## config.mk

```make
export PLATFORM = sky130hd
export DESIGN_NAME = tl_phase_scheduler
export DESIGN_NICKNAME = d
export VERILOG_FILES = /design/src/rtl/tl_pkg.sv /design/src/rtl/tl_dwell_cntr.sv /design/src/rtl/tl_phase_scheduler.sv
export SDC_FILE = /design/constraint.sdc
export NUM_CORES = 1
export LEC_CHECK = 0
export ABC_CLOCK_PERIOD_IN_PS = 4300
export CAP_MARGIN = 20
export CORE_MARGIN = 2
export CORE_UTILIZATION = 67
export CTS_CLUSTER_DIAMETER = 60
export DETAILED_ROUTE_END_ITERATION = 10
export DONT_BUFFER_PORTS = 1
export GPL_ROUTABILITY_DRIVEN = 1
export MAX_ROUTING_LAYER = met4
export PLACE_DENSITY = 0.83
export REMOVE_ABC_BUFFERS = 1
export SYNTH_ARGS = -nofsm -noshare
export SYNTH_HDL_FRONTEND = slang
export SYNTH_HIERARCHICAL = 1
export SYNTH_SLANG_ARGS = --single-unit
```

## constraint.sdc

```tcl
create_clock -name clk -period 4.3 [get_ports clk]
set_input_delay 0.86 -clock clk [delete_from_list [all_inputs] [get_ports clk]]
set_output_delay 0.86 -clock clk [all_outputs]
set_load 0.03 [all_outputs]
```

## src/rtl/tl_pkg.sv

```systemverilog
// -----------------------------------------------------------------------------
// tl_pkg
// Shared definitions for the intersection phase scheduler, the lamp driver and
// the bench: lamp encodings and the ten phase state codes. The numeric state
// code is exported on the scheduler's debug 'phase' port.
// -----------------------------------------------------------------------------
package tl_pkg;

    // Lamp drive encoding, one 2-bit field per road.
    typedef enum logic [1:0] {
        GREEN  = 2'b00,
        YELLOW = 2'b01,
        RED    = 2'b10,
        LEFT   = 2'b11
    } lamp_t;

    // Phase states. A-side phases first, B-side phases mirror them.
    typedef enum logic [3:0] {
        A_GO   = 4'd0,
        A_Y    = 4'd1,
        A_LEFT = 4'd2,
        A_LY   = 4'd3,
        A_AR   = 4'd4,
        B_GO   = 4'd5,
        B_Y    = 4'd6,
        B_LEFT = 4'd7,
        B_LY   = 4'd8,
        B_AR   = 4'd9
    } state_t;

    // Width of the in-state dwell counter.
    localparam int DWELL_W = 8;

endpackage

```

## src/rtl/tl_dwell_cntr.sv

```systemverilog
// -----------------------------------------------------------------------------
// tl_dwell_cntr
// Counts cycles spent in the current phase. Saturates at all-ones so a green
// held indefinitely never wraps back below the minimum-green threshold.
//
// Ports:
//   clk      in   rising-edge clock
//   reset_n  in   asynchronous active-low reset (count -> 0)
//   clr      in   synchronous clear, asserted on the cycle a phase change is taken
//   count    out  8-bit dwell count, 0 on the first cycle of a phase
// -----------------------------------------------------------------------------
module tl_dwell_cntr
    import tl_pkg::*;
(
    input  logic               clk,
    input  logic               reset_n,
    input  logic               clr,
    output logic [DWELL_W-1:0] count
);

    // NOTE: sequential state is written with non-blocking assignments so every
    // flop samples its inputs before any of them update at the clock edge.
    always_ff @(posedge clk or negedge reset_n) begin
        if (!reset_n) begin
            count <= '0;
        end else if (clr) begin
            count <= '0;
        end else if (count != {DWELL_W{1'b1}}) begin
            count <= count + 1'b1;
        end
    end

endmodule

```

## src/rtl/tl_phase_scheduler.sv

```systemverilog
// -----------------------------------------------------------------------------
// tl_phase_scheduler
// Timed phase sequencer for a two-road intersection with protected left turns.
// Through greens honour a minimum dwell and, while the own road still has
// traffic, a maximum dwell. Left-turn requests are latched so short pulses
// are served on the next pass through the road's yellow.
//
// Ports:
//   clk      in   rising-edge clock
//   reset_n  in   asynchronous active-low reset (-> A_GO, latches cleared)
//   Ta, Tb   in   through traffic present on road A / road B
//   Tal, Tbl in   left-turn request on road A / road B
//   La, Lb   out  lamp codes (tl_pkg::lamp_t), Moore decode of the state
//   phase    out  current state code (debug)
// -----------------------------------------------------------------------------
module tl_phase_scheduler
    import tl_pkg::*;
#(
    parameter int unsigned T_MIN_GREEN = 4,
    parameter int unsigned T_MAX_GREEN = 12,
    parameter int unsigned T_YELLOW    = 2,
    parameter int unsigned T_LEFT      = 3,
    parameter int unsigned T_ALLRED    = 1
) (
    input  logic       clk,
    input  logic       reset_n,
    input  logic       Ta,
    input  logic       Tal,
    input  logic       Tb,
    input  logic       Tbl,
    output logic [1:0] La,
    output logic [1:0] Lb,
    output logic [3:0] phase
);

    // Dwell is 0 on the first cycle of a phase, so an N-cycle phase exits
    // when the count reaches N-1.
    localparam logic [DWELL_W-1:0] MIN_G_END = DWELL_W'(T_MIN_GREEN - 1);
    localparam logic [DWELL_W-1:0] MAX_G_END = DWELL_W'(T_MAX_GREEN - 1);
    localparam logic [DWELL_W-1:0] YEL_END   = DWELL_W'(T_YELLOW - 1);
    localparam logic [DWELL_W-1:0] LEFT_END  = DWELL_W'(T_LEFT - 1);
    localparam logic [DWELL_W-1:0] AR_END    = DWELL_W'(T_ALLRED - 1);

    state_t             state;
    state_t             next_state;
    logic [DWELL_W-1:0] dwell;
    logic               dwell_clr;
    logic               left_a;
    logic               left_b;
    logic               demand_a;
    logic               demand_b;

    // A pending left on either road counts as demand for both roads: the
    // holder of green must yield so the requesting road comes round to its
    // yellow, where the left is served.
    assign demand_a  = Ta | Tal | left_a | left_b;
    assign demand_b  = Tb | Tbl | left_b | left_a;
    assign dwell_clr = (next_state != state);

    tl_dwell_cntr u_dwell (
        .clk     (clk),
        .reset_n (reset_n),
        .clr     (dwell_clr),
        .count   (dwell)
    );

    // State register.
    always_ff @(posedge clk or negedge reset_n) begin
        if (!reset_n) begin
            state <= A_GO;
        end else begin
            state <= next_state;
        end
    end

    // Left-turn request latches. Requests during the road's own left or
    // left-yellow are dropped; entry to the left phase consumes the request.
    always_ff @(posedge clk or negedge reset_n) begin
        if (!reset_n) begin
            left_a <= 1'b0;
            left_b <= 1'b0;
        end else begin
            if (next_state == A_LEFT && state != A_LEFT) begin
                left_a <= 1'b0;
            end else if (Tal && state != A_LEFT && state != A_LY) begin
                left_a <= 1'b1;
            end

            if (next_state == B_LEFT && state != B_LEFT) begin
                left_b <= 1'b0;
            end else if (Tbl && state != B_LEFT && state != B_LY) begin
                left_b <= 1'b1;
            end
        end
    end

    // Next-state logic.
    // NOTE: next_state gets a default before the case so every path assigns
    // it and no latch is inferred.
    always_comb begin
        next_state = state;
        case (state)
            A_GO: begin
                if (dwell >= MIN_G_END && demand_b && (!Ta || dwell >= MAX_G_END))
                    next_state = A_Y;
            end
            A_Y: begin
                if (dwell == YEL_END)
                    next_state = left_a ? A_LEFT : A_AR;
            end
            A_LEFT: begin
                if (dwell == LEFT_END) next_state = A_LY;
            end
            A_LY: begin
                if (dwell == YEL_END) next_state = A_AR;
            end
            A_AR: begin
                if (dwell == AR_END) next_state = B_GO;
            end
            B_GO: begin
                if (dwell >= MIN_G_END && demand_a && (!Tb || dwell >= MAX_G_END))
                    next_state = B_Y;
            end
            B_Y: begin
                if (dwell == YEL_END)
                    next_state = left_b ? B_LEFT : B_AR;
            end
            B_LEFT: begin
                if (dwell == LEFT_END) next_state = B_LY;
            end
            B_LY: begin
                if (dwell == YEL_END) next_state = B_AR;
            end
            B_AR: begin
                if (dwell == AR_END) next_state = A_GO;
            end
            default: next_state = A_GO;
        endcase
    end

    // Lamp decode: the road not named by the state is always RED.
    always_comb begin
        La = RED;
        Lb = RED;
        case (state)
            A_GO:        La = GREEN;
            A_Y, A_LY:   La = YELLOW;
            A_LEFT:      La = LEFT;
            B_GO:        Lb = GREEN;
            B_Y, B_LY:   Lb = YELLOW;
            B_LEFT:      Lb = LEFT;
            default: ;
        endcase
    end

    assign phase = state;

endmodule

```

==> qor.csv <==
stage;metric;value;unit
synthesis;synth_warnings;6;
clocking;post_cts_buffers;0;
synthesis;synth.distinct_cells;54;
worst_setup_path;crit_path_max_fanout;12;
run;maxCapViolCount;0;
synthesis;yosys_most_used_dff;dfrtp_1;
route;antenna_left;0;
cells_and_area;final_cell_mix;dfrtp_1, nand2_1, a21oi_1;
synthesis;synth.area.top_cells;dfrtp_1, a21oi_1, a211oi_1;
sta;finalHoldViolCount;0;
power;ir_worst_vdd;0.197;mV
route;dr.pass1.iters;4;
route;drt_iter0_drc;37;
synthesis;synthXorXnorAreaFrac;0.745;%
cells_and_area;drive_gt1_share;12.6;%
clocking;cts_made_buffers;3;
worst_setup_path;start_kind;flip-flop;
route;wl_per_cell;19.2;um
floorplanning;num_rows;15;
clocking;cts_tree;yes;
worst_setup_path;arrival;2.18;ns
synthesis;synthAdderAreaFrac;1.06;%
clocking;ctsResizeCount;0;
worst_setup_path;worstRegToRegCells;7;
cells_and_area;diodes;0;
worst_setup_path;cp-end-kind;output pin;
power;p_leak;0.420;nW
synthesis;synth_area;1170;um^2
sta;slew_violations;0;
worst_setup_path;rrSetupSlack;1.54;ns
synthesis;synth_compound_area_share;28.4;%
grt;grt_overflow_total;0;
sta;fin_ws;1.26;ns
route;remaining_drc_errors;0;
floorplanning;initial_core_util;69.6;%
cells_and_area;multi_input_area;757;um^2
placed_design;routabilityCongestion;1.03;
placed_design;placed_cells;148;
worst_hold_path;worstHoldPathType;in2async;
cells_and_area;fillers;135;
synthesis;async_flop_share;100;%
status;status;complete, no violations;
route;wl;2.91;mm
clocking;htree_num_levels;1;
synthesis;ys_seq_area_share;29.8;%
worst_setup_path;cp_num_buf_inv;0;
floorplanning;coreArea;1690;um^2
synthesis;synth_cells;137;
route;via_per_inst;7.47;
synthesis;synth_edf_count;0;
sta;clock_skew;0.000510;ns
worst_setup_path;cp_slowest_cell;a21boi_0;
cells_and_area;nNetsFinal;143;
grt;grt_pass1_wl;4.64;mm
clocking;hold_buffers;0;
synthesis;synth_mux_area_share;0.852;%
cells_and_area;final_cells;152;
cells_and_area;area_delta_synth_final;1.70;%
worst_setup_path;crit_required;3.44;ns
sta;hold_slack;0.257;ns
placed_design;place.detailed.hpwl;2.04;mm
floorplanning;dieHeight;45.9;um
floorplanning;die-area;2100;um^2
floorplanning;die-width;45.9;um
synthesis;ys_ff_latch;14;
grt;grt_pass1_vias;1003;
grt;antenna_found_initial;0;
worst_setup_path;slowest_delay;0.82;ns
clocking;worstSkewPairLatency;0.28;ns
floorplanning;io_pins;14;
placed_design;dp_slack;1.57;ns
synthesis;yosys.area_share.simple;33.3;%
route;vias;1136;
power;powerDensity;192;nW/um^2
worst_setup_path;cp_cell_sequence;nor2_1, a21boi_0;
sta;fin_crit_sh;70.7;%
worst_setup_path;critPathTopFamily;compound AO/OA/AOI/OAI gates;
cells_and_area;area.sequential;350;um^2
synthesis;synth.avg_cell_area;8.58;um^2
sta;worst_slew_pin_slew;0.961;ns
clocking;path_clk_slew;0.09;ns
grt;track_usage;30.9;%
sta;min_period;3.04;ns
clocking;root_buffer;clkbuf_4;
sta;rsz0062_at_grt;false;
sta;fmax;329;MHz
placed_design;io_buffers;0;
clocking;numClockSinks;14;
worst_setup_path;worst-setup-path-type;reg2out;
cells_and_area;layout_commonest_cell;dfrtp_1;
synthesis;synth_top_family_by_area;simple AND/OR/NAND/NOR gates;
synthesis;synth_top_area_share;29.8;%
sta;setup_violations;0;
sta;finalSetupTns;0;ns
worst_setup_path;reg2reg_from;phase[1];
worst_setup_path;r2r_end;u_dwell/count[2];
grt;grt_start_max_net_pins;18;
synthesis;yosysTopAreaCell;dfrtp_1;
sta;relSlewSlack;35.4;%
clocking;ctsLongestPathBuffers;2;
==> how the worst max path moves through the flow <==
stage | from | to | slack, ns | cells past startpoint
after floorplan | phase[2] | La[0] | 1.78 | 2
after global placement | phase[3] | La[0] | 1.58 | 2
after detailed placement | Tb | u_dwell/count[2] | 1.57 | 7
after CTS | phase[3] | La[0] | 1.26 | 2
after global routing | phase[2] | La[0] | 1.17 | 2
final | phase[3] | La[0] | 1.26 | 2
==> registers in the layout (all words and copies together) (netlist names) <==
name           cells
left_a             1
phase              4
left_b             1
u_dwell/count      8
==> per-stage QoR <==
step                      utilization (%)  instance area (um^2)  power [W]
after floorplan                         -                  1140   0.000135
after global placement               68.6                  1160   0.000135
after detailed placement             68.6                  1160   0.000135
after CTS                            70.7                  1190   0.000231
after global routing                 70.7                  1190   0.000236
final                                70.7                  1190   0.000230
==> cell families after synthesis <==
| group | count (synthesis) |
|---|---|
| buf+inv | 14 |
| flops | 14 |
| simple gates | 61 |
| fa+ha+maj | 1 |
| compound gates | 45 |
| xor+xnor | 1 |
| mux | 1 |
==> final cells by class <==
class	count	area share, %
tap	17	1.78
sequential	14	29.3
clock buffer	4	3.04
inverter	8	2.51
multi-input combinational	109	63.4
==> power by group <==
group / switching [W] / leakage, nW / internal [W]
registers: 0.000000000000000000146 / 0.138 / 0.000132
clock network: 0.0000461 / 0.0210 / 0.0000516
logic: 0.000000242 / 0.261 / 0.000000269
total: 0.0000464 / 0.420 / 0.000183
==> routing by layer <==
| metal | GRT usage, % | vias to the layer above | wire [um] |
|---|---|---|---|
| li1 | - | 537 | - |
| met1 | 40.5 | 541 | 1270 |
| met2 | 48.1 | 49 | 1400 |
| met3 | 3.57 | 9 | 174 |
| met4 | 12.0 | 0 | 72 |
| met5 | - | - | 0 |
==> Yosys cell counts (all sizes together) (2+ instances only) <==
master and number:
nor4 3, a41oi 2, a221o 2, o211ai 4
nor3 5, and3 2, dfrtp 14, inv 8
or4 2, nand3 4, a31oi 4, a21oi 9
nor2b 4, buf 5, nand4 3, and4 4
nor2 8, nor4bb 2, a211oi 6, nor4b 3
nand4b 2, nand2 10, nand2b 4, o21ai 4
Note: power is estimated with default switching activity, not from simulation.
